===== src/rtl/adder8_pkg.sv =====
`default_nettype none
// +----------------------------------------------------------------------+
// | Package : adder8_pkg                                                  |
// | Shared widths, stage payload types and the high-part add helper       |
// | for the adder8 stitch pipeline.                                       |
// | Revision: 1.0                                                         |
// +----------------------------------------------------------------------+
package adder8_pkg;

  localparam int LO_W  = 5;
  localparam int HI_W  = 3;
  localparam int SUM_W = LO_W + HI_W;

  // Stage 1 payload: low-partition sum, active-high carry, high operands
  typedef struct packed {
    logic [LO_W-1:0] lo_sum;
    logic            c;
    logic [HI_W-1:0] a_hi;
    logic [HI_W-1:0] b_hi;
  } s1_t;

  // Stage 2 payload: stitched full sum and carry-out of the top bit
  typedef struct packed {
    logic [SUM_W-1:0] sum;
    logic             cout;
  } s2_t;

  // High-part add kept one bit wider so the carry-out is never truncated
  function automatic logic [HI_W:0] hi_add(input logic [HI_W-1:0] a,
                                           input logic [HI_W-1:0] b,
                                           input logic            c);
    return {1'b0, a} + {1'b0, b} + {{HI_W{1'b0}}, c};
  endfunction

endpackage
`default_nettype wire


===== src/rtl/adder8_pipe_reg.sv =====
`default_nettype none
// +----------------------------------------------------------------------+
// | Module  : adder8_pipe_reg                                             |
// | Generic valid/ready register slice; loads whenever it is empty or    |
// | its content is being taken downstream in the same cycle.             |
// | Revision: 1.0                                                         |
// +----------------------------------------------------------------------+
module adder8_pipe_reg #(
  parameter type T = logic
) (
  input  logic clk,
  input  logic rst_n,
  input  logic in_valid,
  output logic in_ready,
  input  T     in_data,
  output logic out_valid,
  input  logic out_ready,
  output T     out_data
);

  logic valid_q, valid_d;
  T     data_q, data_d;
  logic load;

  // Next-state: refill when empty or draining; hold payload otherwise
  always_comb begin
    load    = !valid_q || out_ready;
    valid_d = valid_q;
    data_d  = data_q;
    if (load) begin
      valid_d = in_valid;
      if (in_valid) begin
        data_d = in_data;
      end
    end
  end

  // Slice state; reset empties the slot and clears the payload
  always_ff @(posedge clk or negedge rst_n) begin
    if (!rst_n) begin
      valid_q <= 1'b0;
      data_q  <= '0;
    end else begin
      valid_q <= valid_d;
      data_q  <= data_d;
    end
  end

  assign in_ready  = load;
  assign out_valid = valid_q;
  assign out_data  = data_q;

endmodule
`default_nettype wire


===== src/rtl/adder8_stitch_pipe.sv =====
`default_nettype none
// +----------------------------------------------------------------------+
// | Module  : adder8_stitch_pipe                                          |
// | Adds the 3 high operand bits to the low-partition carry, stitches    |
// | the full 8-bit sum, and counts carry-out results (saturating).       |
// | Two register slices give a 2-cycle, full-throughput pipeline.        |
// | Revision: 1.0                                                         |
// +----------------------------------------------------------------------+
module adder8_stitch_pipe
  import adder8_pkg::*;
#(
  parameter int CNT_W = 16
) (
  input  logic             clk,
  input  logic             rst_n,
  input  logic             in_valid,
  output logic             in_ready,
  input  logic [LO_W-1:0]  lo_sum,
  input  logic             lo_cout_n,
  input  logic [HI_W-1:0]  a_hi,
  input  logic [HI_W-1:0]  b_hi,
  output logic             out_valid,
  input  logic             out_ready,
  output logic [SUM_W-1:0] sum,
  output logic             cout,
  input  logic             cnt_clr,
  output logic [CNT_W-1:0] cout_cnt
);

  localparam logic [CNT_W-1:0] CNT_MAX = '1;

  s1_t             s1_in, s1_out;
  s2_t             s2_in, s2_out;
  logic            s1_v, s2_rdy, s2_v;
  logic [HI_W:0]   hi;
  logic [CNT_W-1:0] cnt_q, cnt_d;

  // Stage 1 capture; the active-low partition carry is inverted only here
  always_comb begin
    s1_in        = '0;
    s1_in.lo_sum = lo_sum;
    s1_in.c      = ~lo_cout_n;
    s1_in.a_hi   = a_hi;
    s1_in.b_hi   = b_hi;
  end

  adder8_pipe_reg #(.T(s1_t)) u_s1 (
    .clk       (clk),
    .rst_n     (rst_n),
    .in_valid  (in_valid),
    .in_ready  (in_ready),
    .in_data   (s1_in),
    .out_valid (s1_v),
    .out_ready (s2_rdy),
    .out_data  (s1_out)
  );

  // Stage 2 compute: high add with carry, then stitch above the low bits
  always_comb begin
    hi         = hi_add(s1_out.a_hi, s1_out.b_hi, s1_out.c);
    s2_in      = '0;
    s2_in.sum  = {hi[HI_W-1:0], s1_out.lo_sum};
    s2_in.cout = hi[HI_W];
  end

  adder8_pipe_reg #(.T(s2_t)) u_s2 (
    .clk       (clk),
    .rst_n     (rst_n),
    .in_valid  (s1_v),
    .in_ready  (s2_rdy),
    .in_data   (s2_in),
    .out_valid (s2_v),
    .out_ready (out_ready),
    .out_data  (s2_out)
  );

  // Carry-event counter: clear dominates, increment saturates at all-ones
  always_comb begin
    cnt_d = cnt_q;
    if (cnt_clr) begin
      cnt_d = '0;
    end else if (s2_v && out_ready && s2_out.cout && (cnt_q != CNT_MAX)) begin
      cnt_d = cnt_q + 1'b1;
    end
  end

  // Counter register
  always_ff @(posedge clk or negedge rst_n) begin
    if (!rst_n) begin
      cnt_q <= '0;
    end else begin
      cnt_q <= cnt_d;
    end
  end

  assign out_valid = s2_v;
  assign sum       = s2_out.sum;
  assign cout      = s2_out.cout;
  assign cout_cnt  = cnt_q;

endmodule
`default_nettype wire


===== config.mk =====
export PLATFORM = sky130hd
export DESIGN_NAME = adder8_stitch_pipe
export DESIGN_NICKNAME = d
export VERILOG_FILES = /design/src/rtl/adder8_pkg.sv /design/src/rtl/adder8_pipe_reg.sv /design/src/rtl/adder8_stitch_pipe.sv
export SDC_FILE = /design/constraint.sdc
export NUM_CORES = 1
export LEC_CHECK = 0
export CORE_ASPECT_RATIO = 0.7
export CORE_MARGIN = 4
export CORE_UTILIZATION = 45
export DETAILED_ROUTE_END_ITERATION = 10
export DONT_BUFFER_PORTS = 1
export HOLD_SLACK_MARGIN = 0.12
export MAX_ROUTING_LAYER = met4
export SYNTH_ARGS = -nofsm -noshare
export SYNTH_HDL_FRONTEND = slang
export SYNTH_SLANG_ARGS = --single-unit

===== constraint.sdc =====
create_clock -name clk -period 4 [get_ports clk]
set_input_delay 0.6 -clock clk [delete_from_list [all_inputs] [get_ports clk]]
set_output_delay 0.6 -clock clk [all_outputs]
set_load 0.005 [all_outputs]

# ---- After elaboration in Yosys (flattened, before gate mapping)
# Index checks and enable logic that the tools add are counted.
dict set report word_totals {
  reg_bits 39
  in_bits 17
  output_inout_bits 27
  wordCells 26
}
dict set report classes {
  addsub 3
  eq_ne 1
  muxes 2
  bitwise_logic 1
  reduce_logical 10
}
# op count
set ops {}
lappend ops {{2-to-1 mux 16 bit} 2}
lappend ops {{adder 16 x 1 -> 16 bit (second input constant)} 1}
lappend ops {{inequality test 16 bit (second input constant)} 1}
lappend ops {{adder 3 x 3 -> 4 bit} 1}
lappend ops {{adder 4 x 1 -> 4 bit} 1}
lappend ops {{AND reduction 2 bit} 2}
lappend ops {{logical AND 1 bit} 3}
lappend ops {{zero test 1 bit} 2}
lappend ops {{logical OR 1 bit} 2}
lappend ops {{nonzero test 2 bit} 1}
lappend ops {{NOT 1 bit} 1}

# ---- Depth between registers and ports, before layout
dict set report depth {
  word_depth 5
  mapped_depth 6
}

# ---- Hierarchy
# From an unflattened synthesis, not the netlist that was laid out.
dict set report hier_totals {
  cells_unflattened 164
  area_unflattened_um2 2005.7
}
# mod n_inst cells_per_inst area_each_um2
set modules_own_cells {}
lappend modules_own_cells {adder8_stitch_pipe 1 113 1029.7}
lappend modules_own_cells {{adder8_pipe_reg (u_s1)} 1 29 550.5}
lappend modules_own_cells {{adder8_pipe_reg (u_s2)} 1 22 425.4}

# ---- Least setup slack after synthesis
# Ideal clock, no wire load.
dict set report synth_timing {
  path_type {input-to-reg}
  startpoint {input port out_ready}
  endpoint {register cnt_q[15], in the netlist cout_cnt[15]}
  setup_time_ns 0.125
  arrival_time_ns 1.755
  t_required_ns 3.875
  path_slack_ns 2.121
  path_stages 4
  n_path_buf 0
  cell_sequence {nand3_1 > or4_4 > nor4_1 > mux2_2}
}
dict set report synth_between {
  elab_chain_cells 4
}
# item line_no
set synth_rtl {}
lappend synth_rtl {{start: declaration} adder8_stitch_pipe.sv:23} ;# input logic out_ready,
lappend synth_rtl {{logical AND 1 bit (3 in series)} adder8_stitch_pipe.sv:82} ;# end else if (s2_v && out_ready && s2_out.cout && (cnt_q != CNT_MAX)) begin
lappend synth_rtl {{nonzero test 2 bit (no source line)} n/a}
lappend synth_rtl {{end signal: assignment} adder8_stitch_pipe.sv:92} ;# cnt_q <= cnt_d;
lappend synth_rtl {{end: declaration} adder8_stitch_pipe.sv:36} ;# logic [CNT_W-1:0] cnt_q, cnt_d;
# No other way between the ends.
# A chain may end at the register's enable or synchronous reset.

# ---- Worst setup path in the final report
dict set report layout_timing {
  startpoint {register cnt_q[5], in the netlist cout_cnt[5]}
  endpoint {register cnt_q[15], in the netlist cout_cnt[15]}
}
dict set report layout_between {
  elab_chain_cells 3
  elab_cells_between_ends 6
  cone_classes {add/sub: 1; eq/ne: 1; mux: 2; reduce/logical: 2}
}
# item line_no
set layout_rtl {}
lappend layout_rtl {{adder 16 x 1 -> 16 bit / inequality test 16 bit (equally long branches)} {adder8_stitch_pipe.sv:83, adder8_stitch_pipe.sv:82}}
lappend layout_rtl {{2-to-1 mux 16 bit / logical AND 1 bit (equally long branches)} adder8_stitch_pipe.sv:82}
lappend layout_rtl {{2-to-1 mux 16 bit / nonzero test 2 bit (equally long branches)} n/a}
# Several ways; a longest one is shown, not always the timed one. The select of a mux whose other input is x is not followed.

==> impl.org <==
** Critical path
- At the worst endpoint, the arrival time is 2.13 ns.
- Among all stages on the critical path, the largest delay is contributed by sky130_fd_sc_hd__or4_4.
- Cell chain of the critical path :: nand4_2 -> or4_4 -> nor4_1 -> mux2_2
- Top delay family on crit path :: simple AND/OR/NAND/NOR gates
- Of all nets on the critical path, the largest fanout is 8.
- Kind of start point of the critical path :: flop
- Peak per-stage delay on the critical path :: 0.60 ns
- Endpoint required time on the critical path :: 4.17 ns
- Endpoint kind of the worst setup timing path :: flop
- The critical path in this run is classified as reg2reg.
- The critical path contains buffers and inverters numbering 0 combined.

** Place
- Port Buffer Count :: 0
- Once placement finished, the instance area stood at 0.00191 mm².
- Routability-driven placement finished with a final weighted congestion of 0.793.
- The HPWL after detailed placement is 2.77 mm.
- Dpl cells :: 218

** Synthesis
- Net count after synthesis :: 193
- Synthesis instantiated 36 different standard cells from the library.
- Area of the mapped netlist :: 0.00187 mm²
- Fraction of synthesized cell area taken by the top area cell type :: 0.522
- Cell accounting for the most synthesized area :: sky130_fd_sc_hd__dfrtp_1
- Of all flip-flops after synthesis, the portion carrying an async set or reset was 1.00.
- For this run, the number of Yosys warnings is 0.
- Top cells by area, synth :: sky130_fd_sc_hd__dfrtp_1 (52%), sky130_fd_sc_hd__mux2_2 (11%), sky130_fd_sc_hd__nand2_1 (2.6%), sky130_fd_sc_hd__nor2_1 (2.2%), sky130_fd_sc_hd__a21oi_1 (2.1%)
- Among all flip-flop cells after synthesis, the most frequent one is sky130_fd_sc_hd__dfrtp_1.
- Cell count after synthesis :: 171
- Mean area per synthesized cell :: 10.9 µm²
- The synthesized design contains 0 enable-type register cells.
- Sequential element share of the synthesized area :: 0.522
- Yosys reg bits :: 39

** Global routing
- Aggregate global-route resource usage :: 0.155
- Total global routing overflow :: 0
- Entering global routing, the biggest net connects 40 pins.
- Number of antenna violations at the first check in global routing :: 0
- The first global-routing pass estimated 6.08 mm of wire.
- The via count of the first global-routing pass was 1244.

** Routing
- Mean routed wirelength per cell :: 16.3 µm
- In the routed layout, each cell is associated on average with a via count of 5.78.
- The count of nets left with antenna violations once routing finished came out at 0.
- For this run, design rule violations remaining after detail routing come to 0.
- The detailed router finished its first iteration with 54 violations.
- Wires add up to 3.70 mm.
- The pre-antenna-repair detailed-routing pass consisted of 4 iterations.
- Total via count after detailed routing :: 1313

** STA
- F_max :: 511 MHz
- Setup repair after global routing left no endpoint under its margin.
- Number of endpoints with negative hold slack in the final report :: 0
- Measured slew at the worst slew-check pin :: 0.598 ns
- Clock skew on the completed layout was measured at 0.00809 ns.
- In this run the tightest slew margin relative to its limit is 0.598.
- Max-slew violation count :: 0
- For the final routed database, the setup TNS stands at 0 ns.
- Setup violations remaining at the end of the flow were counted as 0.
- In the finished design, the share of the clock period the worst path needs comes to 0.490.
- After layout, the minimum clock period comes to 1.96 ns.

** Pwr
- Dividing total power by cell area gives a power density of 419 mW/mm².
- Total chip power :: 0.842 mW
- The analysis attributes to cell leakage a power of 0.849 nW.
- Across the VDD grid, the largest voltage drop is 230 µV.

** CTS
- Clock root buffer master :: sky130_fd_sc_hd__clkbuf_8
- TritonCTS created 5 clock buffers.
- Level count of the clock H-tree :: 2
- Number of buffers between clock root and the deepest sink :: 2
- TritonCTS clock tree :: built
- Clk sink count :: 39
- The clock reaches the later pin of the worst-skew pair after 0.28 ns.
- Buffers added to address setup during post-CTS repair amount to 0.
- After clock tree synthesis, the clock-pin slew on the worst setup and hold paths is 0.08 ns.

** Floorplanning
- Initial Util :: 0.471
- The floorplan has 19 rows.
- From bottom edge to top edge, the die measures 61.9 µm.
- Floorplan die area :: 0.00527 mm²
- The core region is 0.00397 mm².
- Count of boundary I/O pins :: 44
- Width of the die :: 85.0 µm

** Finish
- Layout Nets :: 196
- Ratio of cells with drive above 1 in the final layout :: 0.177
- Antenna Diode Count :: 0
- The finished cells cover 0.00201 mm².
- The filler cells instantiated in the layout total 374.
- For this run, the share of the core covered by cells in the final layout is 0.506.
- The count of cells in the finished layout, fillers not included, comes to 227.
- Relative to the synthesized area, the layout overhead comes to 7.43%.

** Hold path
- The min-delay analysis places its worst path in the category in2async.

** Run
- Maxcap violations :: 0

** Status
- Result of the run :: complete, no violations
[worst paths after layout]
path / to / slack (ns) / depth (start not counted) / from
worst max-delay path: cout_cnt[15] / 2.04 / 4 / cout_cnt[5]
worst min-delay path: cout_cnt[6] / 0.14 / 1 / rst_n
worst max register to register: cout_cnt[15] / 2.04 / 4 / cout_cnt[5]
worst min register to register: u_s1.out_data[6] / 0.50 / 2 / u_s1.out_data[6]
max in group asynchronous: u_s1.out_valid / 3.66 / 1 / rst_n
min in group clk: cout_cnt[14] / 0.37 / 1 / cnt_clr
[cell usage in the layout, fill, tap and decap left out, types with 7 or more instances in the layout]
cell type and n:
sky130_fd_sc_hd__nand3_1 7, sky130_fd_sc_hd__inv_1 8, sky130_fd_sc_hd__a21oi_1 8, sky130_fd_sc_hd__dfrtp_1 39, sky130_fd_sc_hd__mux2_2 19, sky130_fd_sc_hd__nor3_1 7
sky130_fd_sc_hd__o21ai_0 8, sky130_fd_sc_hd__nor2_1 11, sky130_fd_sc_hd__nand2_1 13
[final cells by class]
class,count,area (µm²),share of cell area
clock buffer,7,76.3,0.0380
tap,52,65.1,0.0324
clock inverter,1,5.00,0.00249
timing repair buffer,1,20.0,0.00997
inverter,8,30.0,0.0150
sequential,39,976,0.486
multi-input combinational,119,836,0.416
[metrics by stage]
step	hold WS (ns)	setup WS (ns)
after floorplan	0.304	2.12
after global routing	0.142	1.86
final	0.143	2.04
after detailed placement	0.305	2.03
after CTS	0.153	2.04
after global placement	0.305	2.07
[kinds of logic after synthesis]
kind of cell	after synthesis	synth area share
AO/OA/AOI/OAI	25	0.0790
XOR/XNOR	1	0.00469
adder cells (fa/ha/maj)	5	0.0415
buffers and inverters	13	0.0308
flip-flops	39	0.522
multiplexers	21	0.125
AND/OR/NAND/NOR	67	0.197
[Yosys cell counts, drive strengths merged (2+ instances only)]
cell type,n
mux2i,2
nor4,4
a31oi,2
nand4,4
and4,2
buf,2
nor2b,3
dfrtp,39
inv,8
nand2,13
fa,2
a21oi,8
or4,3
o31ai,4
nand2b,5
or3,5
o21ai,8
nand3,7
nor2,11
clkbuf,2
mux2,19
ha,3
nor3,7
[routing by layer]
layer,vias up,GRT usage,wire length (µm)
li1,618,-,-
met1,647,0.196,1730
met2,46,0.228,1630
met3,2,0.0659,321
met4,0,0.0451,13
met5,-,-,0
[worst register-to-register path, stage by stage (launching register included)]
cell,delay [ns]
sky130_fd_sc_hd__dfrtp_1,0.49
sky130_fd_sc_hd__nand4_2,0.17
sky130_fd_sc_hd__or4_4,0.60
sky130_fd_sc_hd__nor4_1,0.22
sky130_fd_sc_hd__mux2_2,0.37
[sequential cells by signal, summed over array words and instances (netlist names)]
| name | cells |
|---|---|
| u_s1.out_data | 12 |
| cout_cnt | 16 |
| u_s2.out_data | 9 |
| u_s2.out_valid | 1 |
| u_s1.out_valid | 1 |
[what timing repair did]
action,CTS,global route
gates resized for setup,0,0
hold buffers,1,0
hold endpoints to repair,39,0
[power breakdown]
group	switching, mW	internal (mW)	leakage [nW]
clock network	0.129	0.122	0.0422
registers	0.0383	0.445	0.493
logic	0.0521	0.0554	0.314
total	0.220	0.622	0.849
No activity file was read; power rests on OpenSTA's default activity.
